## src/rtl/full_adder_n_pkg.sv

```systemverilog
// Shared datapath constants for the width-parameterised ripple adder.
package full_adder_n_pkg;
   localparam int ADD_W = 5;
endpackage

```

## src/rtl/full_adder.sv

```systemverilog
// One-bit full adder cell; the top-level adder chains N of these through cin/cout.
module full_adder (
   input  logic a,
   input  logic b,
   input  logic cin,
   output logic sum,
   output logic cout
);
   logic p;

   assign p    = a ^ b;
   assign sum  = p ^ cin;
   assign cout = (a & b) | (cin & p);
endmodule

```

## src/rtl/full_adder_n.sv

```systemverilog
// N-bit ripple-carry adder with carry-in tied low and a one-cycle registered {Cout, sum}.
module full_adder_n
   import full_adder_n_pkg::*;
#(
   parameter int N = ADD_W
) (
   input  logic         clk,
   input  logic         rst_n,
   input  logic [N-1:0] a,
   input  logic [N-1:0] b,
   output logic [N-1:0] sum,
   output logic         Cout
);
   logic [N:0]   c;
   logic [N-1:0] s;
   logic [N-1:0] sum_d, sum_q;
   logic         cout_d, cout_q;

   assign c[0] = 1'b0;

   for (genvar i = 0; i < N; i++) begin : g_chain
      full_adder u_fa (
         .a    (a[i]),
         .b    (b[i]),
         .cin  (c[i]),
         .sum  (s[i]),
         .cout (c[i+1])
      );
   end

   always_comb begin
      sum_d  = s;
      cout_d = c[N];
   end

   // Registering the ripple result hides its settling glitches from downstream logic.
   always_ff @(posedge clk or negedge rst_n) begin
      if (!rst_n) begin
         sum_q  <= '0;
         cout_q <= 1'b0;
      end else begin
         sum_q  <= sum_d;
         cout_q <= cout_d;
      end
   end

   assign sum  = sum_q;
   assign Cout = cout_q;
endmodule

```

## config.mk

```make
export PLATFORM = sky130hd
export DESIGN_NAME = full_adder_n
export DESIGN_NICKNAME = d
export VERILOG_FILES = /design/src/rtl/full_adder_n_pkg.sv /design/src/rtl/full_adder.sv /design/src/rtl/full_adder_n.sv
export SDC_FILE = /design/constraint.sdc
export NUM_CORES = 1
export LEC_CHECK = 0
export BUFFER_PORTS_ARGS = -buffer_cell sky130_fd_sc_hd__buf_2
export CORE_AREA = 4 4 41 43
export DETAILED_ROUTE_END_ITERATION = 8
export DIE_AREA = 0 0 45 47
export PLACE_DENSITY = 0.44
export SYNTH_ARGS = -nofsm -noshare
export SYNTH_HDL_FRONTEND = slang
export SYNTH_SLANG_ARGS = --single-unit
```

## constraint.sdc

```tcl
create_clock -name clk -period 1 [get_ports clk]
set_input_delay 0.2 -clock clk [delete_from_list [all_inputs] [get_ports clk]]
set_output_delay 0.2 -clock clk [all_outputs]
set_load 0.005 [all_outputs]
```

# --- Word-level counts from Yosys, hierarchy flattened ---
# Cells that the tools add are included.
word_totals:
  reg_bits: 6
  latch_bits: 0
  ramBits: 0
  mem_bits_ro: 0
  in_bits: 12
  output_inout_bits: 6
  wordCells: 24
  n_memories: 0
op_classes:
  add_sub_neg: 0
  n_mul: 0
  div_mod_pow: 0
  magnitude_cmp: 0
  n_eq_ne: 0
  n_shift: 0
  n_mux: 0
  bitwise: 22
  n_reduce_logical: 0
op_table:
  columns: ["operator", "count"]
  rows:
  - ["1-bit bitwise AND", 9]
  - ["1-bit bitwise XOR", 9]
  - ["1-bit OR", 4]

# --- Depth between registers and ports, before layout ---
logic_depth:
  ltp_word: 9
  mapped_depth: 7
  mapped_depth_nobuf: 7

# --- By module ---
# A second synthesis with hierarchy kept.
hier_totals:
  hier_cells: 12
  hier_area_um2: 254.0
modules_own_cells:
  columns: ["mod", "instances", "cells_each", "area_per_inst_um2", "seq_area_each_um2"]
  rows:
  - ["full_adder_n", 1, 7, 153.9, 150.1]
  - ["full_adder", 5, 1, 20.0, 0.0]

# --- Worst setup path after synthesis ---
# No wires, ideal clock.
synth_path:
  path_type: "input port to flip-flop"
  startpoint: "input a[0]"
  endpoint: "register sum_q[4], in the netlist sum[4]"
  setup_ps: 64
  t_arrival_ps: 2003
  required_ps: 936
  path_slack_ps: -1067
  cell_stages: 7
  n_path_buf: 0
  path_cell_list: "ha_1 fa_1 fa_1 fa_1 inv_1 fa_1 inv_1"
synth_between:
  elab_chain_cells: 8
synth_lines:
  columns: ["item", "line_no", "source"]
  rows:
  - ["from (decl)", "full_adder_n.sv:9", "input logic [N-1:0] a,"]
  - ["1-bit bitwise AND (2 in series)", "full_adder.sv:13", "assign cout = (a & b) | (cin & p);"]
  - ["1-bit OR", "full_adder.sv:13", null]
  - ["1-bit bitwise AND", "full_adder.sv:13", null]
  - ["1-bit OR", "full_adder.sv:13", null]
  - ["1-bit bitwise AND", "full_adder.sv:13", null]
  - ["1-bit OR", "full_adder.sv:13", null]
  - ["1-bit bitwise XOR", "full_adder.sv:12", "assign sum = p ^ cin;"]
  - ["named net g_chain[4].u_fa.sum", "full_adder.sv:6", "output logic sum,"]
  - ["to (signal assigned)", "full_adder_n.sv:42", "sum_q <= sum_d;"]
  - ["to (decl)", "full_adder_n.sv:16", "logic [N-1:0] sum_d, sum_q;"]
# The timed path passes the listed nets, and every way through them passes these cells.

# --- Final worst setup path ---
# Ends and elaborated chain as after synthesis.

==> results.md <==
* Run status: finished, violations left
* Failing checks: negative setup slack
* Worst path bufs/invs at 3
* Crit path max-delay cell type: fa_2
* Worst setup SP type: input port
* Synthesized area per cell at between 15 and 20 µm²
* Total core area at 1300 µm²
* Multi-input gate area at 115 µm²
* Worst setup EP type: flip-flop
* H-tree levels at 1
* CP arrival at ~2.0 ns
* Delay-heaviest family, CP: adder cells
* Hold Vio Cnt, Final at 0
* Seq/Total Area, Yosys at 57.4%
* Slew margin rel. at ~92%
* Slew at the pin closest to its max-slew limit at 0.123 ns
* Design Area, Final at 433 µm²
* Ports at 18
* Internal power at approximately 0.00049 W
* Switching Power at around 0.00014 W
* Crit Path Max Fanout at 1
* Tot GR Track Use at under 10%
* Vias per cell at between 3 and 4
* Row Count at 13
* Fin util at around 33%
* RSZ-0062 raised after global routing: true
* Final Max Tran Viols at 0
* Placer Congestion at just under 0.6
* Max incr delay on CP at slightly above 0.4 ns
* CTS clk-pin slew, worst paths at about 0.040 ns
* Clock network power share at 33.3%
* Peak Freq at roughly 550 MHz
* Final wirelength at 464 µm
* Most Frequent Cell on Critical Path: fa_2
* Synthesized area at 262 µm²
* CTS tree: built
* Post-CTS Setup Inserts at 0
* Yosys warns at 0
* Initial core utilization at 20.1%
* Syn nets at 33
* TritonRoute pass-1 iters at 1
* Synth Instances at 16
* Sw Ratio at between 20% and 30%
* Vias in the first global route at roughly 190
* Final Cycle Share at 182%
* Worst Slack Setup Final at -0.821 ns
* Number of synthesized register bits at 6
* Num CTS Buffers at 3
* Die Area at approximately 2100 µm²
* Largest net degree at the start of global routing at 7
* Chip Height at approximately 47 µm
* Die X at about 45 µm
* PortBufs at 17
* Post-DRT Antenna Nets at 0
* Gate power share at between 20% and 30%
* Pwr Density at around 1400 nW/µm²
* Req. time, crit path at about 1.2 ns
* Tmin final at between 1.5 and 2 ns
* HPWL after detailed placement at about 440 µm
* Endpoints failing setup at 4
* Remaining DRCs at 0
* Crit Path Category: in2reg
* Sequential group share of total power at 46.0%
* Start point of the critical path: a[0]
* Peak supply drop at ~0.56 mV
* CTS Sinks at 6
* Hold_sp: b[0]
* CTS root buf: clkbuf_4
* Remaining Overflow, GRT at 0
* Routed len/inst at 8.92 µm
* Initial antenna violation count at 0
* Ant diodes at 0
* Max-Cap Viols at 0
* Initial DRC count at 0
* Crit path cell chain: buf_6, ha_4, fa_2, fa_2, fa_2, inv_2, fa_2, inv_1
* Clock Path Buffers at 2
* Distinct cells, synth at 4
* Synth-to-layout area growth at 65.6%
* Placed Area at around 390 µm²
* Layout cell share with drive strength beyond 1 at between 70% and 80%
* Total Nets Final at 56
* First-pass GRT wire length at just over 700 µm
* Leakage at 0.218 nW
* Hold WC Path Type: in2reg
* FF+latch area at 150 µm²
* Vias at ~170
* Fill count at between 100 and 150
==> repair_timing <==
| action | in CTS | in global routing |
|---|---|---|
| resized for setup | 2 | 1 |
| hold buffers | 1 | 0 |
| hold endpoints to repair | 6 | 0 |
| endpoints found under the setup margin | 4 | 4 |
==> cells by family (layout without fill, tap and decap cells) <==
kind of cell	count (synthesis)	in the layout	synth area share (%)
buf+inv	5	26	7.18
flops	6	6	57.4
fa+ha+maj	5	5	35.4
==> state kept, by name (all words and copies together), names as in the netlist <==
name and count:
sum 5, Cout 1
==> path summary, 6_finish.rpt <==
check | slack, ns | to | cells past startpoint
max in group asynchronous | 0.55 | sum[3] | 2
setup / recovery | -0.82 | sum[4] | 8
min in group asynchronous | 0.32 | sum[2] | 2
hold / removal | 0.18 | sum[0] | 2
==> cells in the mapped netlist <==
cell type	number	share of area, %
fa_1	4	31
ha_1	1	4.8
dfrtp_1	6	57
inv_1	5	7.2
==> area by class of cell <==
cell class	count	area share, %
Sequential cell	6	34.7
Multi-Input combinational cell	5	26.6
Timing Repair Buffer	18	24.9
Tap cell	15	4.34
Inverter	5	4.34
Clock buffer	3	5.20
==> routing by layer <==
metal	vias to the layer above	global-route usage (%)	part of all wire [%]	wire, µm
met5	-	0	0	0
met4	0	8.77	0	0
met3	0	3.83	17	79
met2	11	7.63	53	246
met1	74	3.99	30	138
li1	88	-	-	-
==> power by group through the flow <==
stage          sequential [W]  combinational (W)  clock [W]
6_report             0.000287           0.000129   0.000207
2_1_floorplan        0.000299          0.0000371          0
5_1_grt              0.000292           0.000150   0.000233
3_5_place_dp         0.000291           0.000126          0
3_3_place_gp         0.000290           0.000122          0
4_1_cts              0.000287           0.000134   0.000221
==> cell usage in the layout (no fill, tap or decap) <==
cell type and instances:
buf_2 15, dfrtp_1 6, fa_2 4, inv_1 3, clkbuf_4 3, inv_2 2
buf_6 2, ha_4 1, dlygate4sd3_1 1
==> stage by stage <==
step	TNS (ns)	hold WS [ns]	instances	power (W)	worst slack, ns
finish	-2.01	0.183	52	0.000623	-0.821
global route	-2.06	0.175	52	0.000674	-0.843
CTS	-2.01	0.174	52	0.000642	-0.820
detailed placement	-3.15	0.0241	48	0.000416	-1.09
global placement	-3.10	0.0232	48	0.000412	-1.08
floorplan	-2.44	-0.0956	16	0.000336	-0.917
Note: power is estimated with default switching activity, not from simulation.
